**config.mk**
```make
export PLATFORM = sky130hd
export DESIGN_NAME = des_key_sched_ctrl
export DESIGN_NICKNAME = d
export VERILOG_FILES = /design/src/rtl/des_key_sched_ctrl.sv
export SDC_FILE = /design/constraint.sdc
export NUM_CORES = 1
export LEC_CHECK = 0
export CAP_MARGIN = 20
export CELL_PAD_IN_SITES_DETAIL_PLACEMENT = 0
export CELL_PAD_IN_SITES_GLOBAL_PLACEMENT = 1
export CORE_MARGIN = 2
export CORE_UTILIZATION = 39
export CTS_CLUSTER_SIZE = 28
export DETAILED_ROUTE_END_ITERATION = 7
export PLACE_DENSITY_LB_ADDON = 0.12
export SYNTH_ARGS = -nofsm -noshare
export SYNTH_HDL_FRONTEND = slang
export SYNTH_SLANG_ARGS = --single-unit
```
**constraint.sdc**
```tcl
create_clock -name clk -period 3.8 [get_ports clk]
set_input_delay 0.76 -clock clk [delete_from_list [all_inputs] [get_ports clk]]
set_output_delay 0.76 -clock clk [all_outputs]
set_load 0.02 [all_outputs]
```
**src/rtl/des_key_sched_ctrl.sv**
```systemverilog
// DES key-schedule sequencer: latches a key, applies PC-1, then issues the 16
// PC-2 subkeys over a valid/ready handshake in encrypt or decrypt order.
module des_key_sched_ctrl #(
    parameter int NUM_ROUNDS = 16,
    parameter int SUBKEY_W   = 48
) (
    input  logic                clk,
    input  logic                rst,
    input  logic                start,
    input  logic                decrypt,
    input  logic [63:0]         key,
    output logic                busy,
    output logic                subkey_valid,
    input  logic                subkey_ready,
    output logic [SUBKEY_W-1:0] subkey,
    output logic [3:0]          round,
    output logic                done,
    // FSM state for observation: 0=IDLE 1=LOAD 2=ISSUE 3=DONE
    output logic [1:0]          state_dbg
);

    // Handshake: a subkey transfers on any cycle with subkey_valid && subkey_ready;
    // while valid is high and ready is low, subkey and round hold stable.

    typedef enum logic [1:0] {
        IDLE  = 2'd0,
        LOAD  = 2'd1,
        ISSUE = 2'd2,
        DONE  = 2'd3
    } state_t;

    localparam logic [3:0] LAST_ROUND = 4'(NUM_ROUNDS - 1);

    // FIPS 46-3 tables, 1-based bit numbers with bit 1 = MSB.
    localparam int PC1 [56] = '{
        57, 49, 41, 33, 25, 17,  9,
         1, 58, 50, 42, 34, 26, 18,
        10,  2, 59, 51, 43, 35, 27,
        19, 11,  3, 60, 52, 44, 36,
        63, 55, 47, 39, 31, 23, 15,
         7, 62, 54, 46, 38, 30, 22,
        14,  6, 61, 53, 45, 37, 29,
        21, 13,  5, 28, 20, 12,  4
    };

    localparam int PC2 [48] = '{
        14, 17, 11, 24,  1,  5,
         3, 28, 15,  6, 21, 10,
        23, 19, 12,  4, 26,  8,
        16,  7, 27, 20, 13,  2,
        41, 52, 31, 37, 47, 55,
        30, 40, 51, 45, 33, 48,
        44, 49, 39, 56, 34, 53,
        46, 42, 50, 36, 29, 32
    };

    function automatic logic [55:0] pc1(input logic [63:0] k);
        logic [55:0] r;
        r = '0;
        for (int i = 0; i < 56; i++) r[55-i] = k[64-PC1[i]];
        return r;
    endfunction

    function automatic logic [47:0] pc2(input logic [55:0] cd);
        logic [47:0] r;
        r = '0;
        for (int i = 0; i < 48; i++) r[47-i] = cd[56-PC2[i]];
        return r;
    endfunction

    // Left moves bits toward FIPS bit 1 (the MSB); right is the inverse.
    function automatic logic [27:0] rot28(input logic [27:0] v, input logic [1:0] amt,
                                          input logic right);
        logic [27:0] r;
        case ({right, amt})
            3'b0_01: r = {v[26:0], v[27]};
            3'b0_10: r = {v[25:0], v[27:26]};
            3'b1_01: r = {v[0], v[27:1]};
            3'b1_10: r = {v[1:0], v[27:2]};
            default: r = v;
        endcase
        return r;
    endfunction

    state_t      state_q;
    logic [55:0] cd_q;
    logic [3:0]  round_q;
    logic        dec_q;

    logic [3:0]  next_idx;
    logic [1:0]  step_amt;
    logic [55:0] cd_d;
    logic [47:0] subkey_d;

    // Both orders share the same amounts except index 0, handled in LOAD.
    always_comb begin
        next_idx = round_q + 4'd1;
        step_amt = 2'd2;
        if (state_q == LOAD) begin
            step_amt = dec_q ? 2'd0 : 2'd1;
        end else if (next_idx == 4'd1 || next_idx == 4'd8 || next_idx == 4'd15) begin
            step_amt = 2'd1;
        end
        cd_d     = {rot28(cd_q[55:28], step_amt, dec_q), rot28(cd_q[27:0], step_amt, dec_q)};
        subkey_d = pc2(cd_d);
    end

    always_ff @(posedge clk) begin
        if (rst) begin
            state_q      <= IDLE;
            cd_q         <= '0;
            round_q      <= '0;
            dec_q        <= 1'b0;
            busy         <= 1'b0;
            subkey_valid <= 1'b0;
            subkey       <= '0;
            done         <= 1'b0;
        end else begin
            case (state_q)
                IDLE: begin
                    done <= 1'b0;
                    if (start) begin
                        dec_q   <= decrypt;
                        cd_q    <= pc1(key);
                        busy    <= 1'b1;
                        state_q <= LOAD;
                    end
                end
                LOAD: begin
                    cd_q         <= cd_d;
                    subkey       <= subkey_d;
                    round_q      <= 4'd0;
                    subkey_valid <= 1'b1;
                    state_q      <= ISSUE;
                end
                ISSUE: begin
                    if (subkey_ready) begin
                        if (round_q == LAST_ROUND) begin
                            subkey_valid <= 1'b0;
                            done         <= 1'b1;
                            state_q      <= DONE;
                        end else begin
                            cd_q    <= cd_d;
                            subkey  <= subkey_d;
                            round_q <= next_idx;
                        end
                    end
                end
                DONE: begin
                    done    <= 1'b0;
                    busy    <= 1'b0;
                    state_q <= IDLE;
                end
                default: state_q <= IDLE;
            endcase
        end
    end

    assign round     = round_q;
    assign state_dbg = state_q;

endmodule

```
Word-level counts from Yosys, hierarchy flattened
Index checks and enable logic that the tools add are counted.
{"block": "word_totals", "out_inout_bits": 57, "inputBits": 69, "ff_bits": 114}
{"block": "classes", "reduce_logical": 15, "muxes": 27, "n_eq_ne": 15, "n_addsub": 1}
{"op": "$pmux 28 s4", "count": 2}
{"op": "$mux 56", "count": 3}
{"op": "$pmux 56 s3", "count": 1}
{"op": "$mux 48", "count": 2}
{"op": "$pmux 48 s2", "count": 1}
{"op": "$eq 4x4->1 const B", "count": 3}
{"op": "$reduce_and 3->1", "count": 4}
{"op": "$mux 2", "count": 5}
{"op": "$mux 4", "count": 2}
{"op": "$ne 2x2->1 const B", "count": 4}
{"op": "$pmux 2 s4", "count": 1}
{"op": "$pmux 4 s2", "count": 1}
{"op": "$eq 3x3->1 const B", "count": 2}
{"op": "$mux 1", "count": 6}
{"op": "$pmux 1 s2", "count": 3}
{"op": "$reduce_bool 2->1", "count": 3}
{"op": "$add 4x1->4 const B", "count": 1}
{"op": "$eq 2x2->1 const B", "count": 2}
{"op": "$eq 4x1->1 const B", "count": 1}
{"op": "$reduce_and 2->1", "count": 2}
{"op": "$reduce_and 4->1", "count": 1}
{"op": "$eq 3x1->1 const B", "count": 1}
{"op": "$eq 3x2->1 const B", "count": 1}
{"op": "$reduce_bool 3->1", "count": 1}
{"op": "other kinds (4)", "count": 5}

Longest topological paths before layout
{"block": "logic_depth", "depth_word": 11, "mapped_depth": 13, "mapped_depth_nobuf": 9}

Worst setup path after synthesis
Ideal clock, no wire load.
{"block": "synth_path", "path_kind": "register to register", "startpoint": "register round_q[0], in the netlist round[0]", "endpoint": "register cd_q[48]", "path_stages_with_launch": 10, "arrival_ns": 2.723, "period_less_slack_ns": 2.850, "setup_time_ns": 0.128, "setup_slack_ns": 0.950, "n_path_buf": 1, "cell_sequence": "dfxtp_1 inv_1 ha_1 and4b_1 or4_4 buf_6 nor2_4 mux4_2 a222oi_1 nor2_1"}
{"block": "synth_between", "elab_chain_cells": 11, "elab_cells_between_ends": 19}
{"element": "start: declaration", "line_no": "87", "rtl": "logic [3:0] round_q;"}
{"element": "start signal: assignment", "line_no": "145", "rtl": "round_q <= next_idx;"}
{"element": "$add 4x1->4", "line_no": "97", "rtl": "next_idx = round_q + 4'd1;"}
{"element": "$eq 4x1->1 / $eq 4x4->1 (equally long branches)", "line_no": "101", "rtl": "end else if (next_idx == 4'd1 || next_idx == 4'd8 || next_idx == 4'd15) begin"}
{"element": "$logic_or 1x1->1 (2 in series)", "line_no": "101"}
{"element": "$mux 2", "line_no": "101"}
{"element": "$mux 2", "line_no": "99", "rtl": "if (state_q == LOAD) begin"}
{"element": "$eq 3x3->1 (tied with other cells)", "line_no": "75", "rtl": "case ({right, amt})"}
{"element": "$pmux 28 s4", "line_no": "75"}
{"element": "$mux 56", "line_no": "138", "rtl": "if (round_q == LAST_ROUND) begin"}
{"element": "$mux 56", "line_no": "137", "rtl": "if (subkey_ready) begin"}
{"element": "$pmux 56 s3", "line_no": "119", "rtl": "case (state_q)"}
{"element": "end signal: assignment", "line_no": "124", "rtl": "cd_q <= pc1(key);"}
{"element": "end: declaration", "line_no": "86", "rtl": "logic [55:0] cd_q;"}
Several ways; a longest one is shown, not always the timed one. The select of a mux whose other input is x is not followed.
A chain may end at the register's enable or synchronous reset.

Final worst setup path
{"block": "layout_path", "startpoint": "register round_q[0], in the netlist round[0]", "endpoint": "register cd_q[34]"}
Same word-level chain as after synthesis.

==> results_dict.tcl <==
set metrics [dict create \
    status "complete, no violations" \
    post-route-util_pct 51.1 \
    gp_congestion 0.829 \
    fp.dieH_um 137 \
    r2r-end "cd_q[34]$_SDFFE_PP0P_" \
    grt_pass1_vias 7080 \
    fin_ws_ns 0.720 \
    yosysTopAreaCellShare_pct 32.9 \
    period_share_pct 81.0 \
    ys_top_cells_by_area "dfxtp_1 33%, a21oi_1 9.1%, nand2_1 6.0%" \
    final_area_mm2 0.00886 \
    finalMaxSlewViolations 0 \
    synth_cell_types 61 \
    final_nets 1090 \
    clk_pin_slew_ns 0.05 \
    crit_start "round[0]$_SDFFE_PP0P_" \
    post_cts_resize_count 0 \
    maxCapViolCount 0 \
    path_depth 9 \
    fmax_ghz 0.325 \
    worstReg2RegStart "round[0]$_SDFFE_PP0P_" \
    synth_enable_flop_cells 0 \
    cpPeakStageDelay_ns 0.61 \
    dieWidth_um 137 \
    hold_class "reg -> reg" \
    via_per_inst 6.09 \
    crit_chain "ha_1, nand3b_1, a21oi_2, nor4_4, buf_4, nor2_1, a22o_1, a211oi_1, a2111oi_0" \
    synth_area_mm2 0.00693 \
    insertedDiodeCount 0 \
    hold_viol_final 0 \
    setup-violations-final 0 \
    grt_setup_unrepaired "false" \
    grt_first_pass_wirelength_um 38700 \
    pre_cts_ws_ns 0.746 \
    cts_max_level 4 \
    relSlewSlack_pct 41.7 \
    hpwlAfterDp_um 16100 \
    reg2reg_setup_slack_ns 0.72 \
    grt_usage_pct 26.7 \
    num_rows 48 \
    cts_tree "yes" \
    routed_wl_um 25000 \
    crit_required_ns 4.06 \
    ys_seq_area_share_pct 32.9 \
    fin_setup_tns_ns 0 \
    vdd_drop_max_uv 407 \
    cts_buffer_depth 2 \
    clock_latency_ns 0.42 \
    final-instance-count-excl-fill 1252 \
    placedCellCount 1220 \
    synth-main-ff-cell "dfxtp_1" \
    critPathBufInv 1 \
    postCtsHoldBufs 0 \
    reg2regPathDepth 9 \
    powerDensity_mw_per_mm2 965 \
    fin_skew_ns 0.00719 \
    numCtsBuffers 17 \
    yosysTopAreaCell "dfxtp_1" \
    core_mm2 0.0174 \
    cp_data_arrival_time_ns 3.34 \
    initial_core_util_pct 39.9 \
    ant_nets 0 \
    syn_inst 933 \
    tightest_slew_ns 0.874 \
    synthArstFlopShare_pct 0 \
    syn_to_final_growth_pct 28.0 \
    critPathTopFamily "simple AND/OR/NAND/NOR gates" \
    power.total_mw 8.55 \
    ys_warn_count 0 \
    antenna_found_initial 0 \
    worstSetupEndpoint "cd_q[34]$_SDFFE_PP0P_" \
    p_leak_nw 3.03 \
    crit_fanout 61 \
    portBuffers 117 \
    pin_count 126 \
    clock_sinks 114 \
    vias 7619 \
    hold-worst-slack_ns 0.450 \
    drtIter0Drc 743 \
    final_layout_size_suffix_gt1_share_pct 9.74 \
    critPathCaptureType "flip-flop" \
    wl_per_cell_um 20.0 \
    first_pass_iters 5 \
    period_needed_ns 3.08 \
    postCtsSetupRepairBufs 0 \
    synth_fp_nets 1009 \
    start_kind "flip-flop" \
    die_area_mm2 0.0188 \
    crit_path_top_delay_cell "buf_4" \
    drc 0 \
    yosys_register_bits 114 \
    synth_area_per_cell_um2 7.42 \
    overflow 0 \
    postPlaceCellArea_mm2 0.00827 \
    grt_max_degree 77 \
    root_buffer "clkbuf_16" \
    worstSetupPathType "reg -> reg" \
]
## routing by layer
layer  vias to the layer above  share of wire [%]  global-route usage (%)
met4                         0                3.0                    12.2
li1                       3619                  -                       -
met3                        50                5.8                    3.75
met5                         -                  0                       0
met1                      3635                 43                    34.1
met2                       315                 48                    44.4
## flip-flops by register name, summed over array words and instances (netlist names)
signal	cells
busy	1
cd_q	56
dec_q	1
done	1
round	4
state_dbg	2
subkey	48
subkey_valid	1
## placed cells by master, fill, tap and decap left out, types with 16 or more instances in the layout
cell,count
nand3_1,40
nand2_1,109
o21ai_0,57
a211oi_1,54
or3_1,36
a21oi_1,126
buf_4,31
inv_1,32
nor3_1,24
o211ai_1,20
dfxtp_1,114
nor2_1,74
clkdlybuf4s50_1,116
a221oi_1,16
o2111ai_1,16
clkbuf_16,17
## power breakdown
| part | total, mW | switching (mW) | internal [mW] |
|---|---|---|---|
| Clock | 1.65 | 0.591 | 1.06 |
| Combinational | 4.64 | 2.95 | 1.70 |
| Sequential | 2.26 | 0.551 | 1.71 |
| Total | 8.55 | 4.09 | 4.46 |
## area by class of cell
class | count | area (um^2)
Timing Repair Buffer | 148 | 1410
Sequential cell | 114 | 2280
Multi-Input combinational cell | 699 | 4160
Inverter | 34 | 128
Tap cell | 225 | 282
Clock inverter | 10 | 133
Fill cell | 1737 | 8490
Clock buffer | 22 | 464
## Yosys cell counts (all sizes together) (13+ instances only)
cell       n
a211oi    57
a21oi    128
a221oi    18
and3      13
buf       22
clkbuf    64
dfxtp    114
inv       34
nand2    111
nand3     40
nor2      77
nor3      29
o2111ai   16
o211ai    24
o21ai     58
or3       37
## worst min path at each step
stage | startpoint | cells past startpoint | end | slack, ns
2_1_floorplan | cd_q[37]$_SDFFE_PP0P_ | 2 | cd_q[37]$_SDFFE_PP0P_ | 0.51
3_3_place_gp | subkey[11]$_SDFFE_PP0P_ | 2 | subkey[11]$_SDFFE_PP0P_ | 0.44
3_5_place_dp | subkey[2]$_SDFFE_PP0P_ | 2 | subkey[2]$_SDFFE_PP0P_ | 0.45
4_1_cts | subkey[2]$_SDFFE_PP0P_ | 2 | subkey[2]$_SDFFE_PP0P_ | 0.45
5_1_grt | subkey[1]$_SDFFE_PP0P_ | 2 | subkey[1]$_SDFFE_PP0P_ | 0.47
6_report | subkey[8]$_SDFFE_PP0P_ | 2 | subkey[8]$_SDFFE_PP0P_ | 0.45
## cells by family (layout without fill, tap and decap cells)
logic type	after synthesis	after routing	share of synthesized area, %
mux	12	12	2.58
compound gates	345	345	32.6
flops	114	114	32.9
buf+inv	120	214	7.17
fa+ha+maj	7	7	1.26
simple gates	335	335	23.4
## tightest hold or removal path, cell delays in order, from the launching register on
cell     delay, ns
dfxtp_1       0.30
nand2_1       0.05
a21oi_1       0.05
Power figures use the tool's default switching activity.
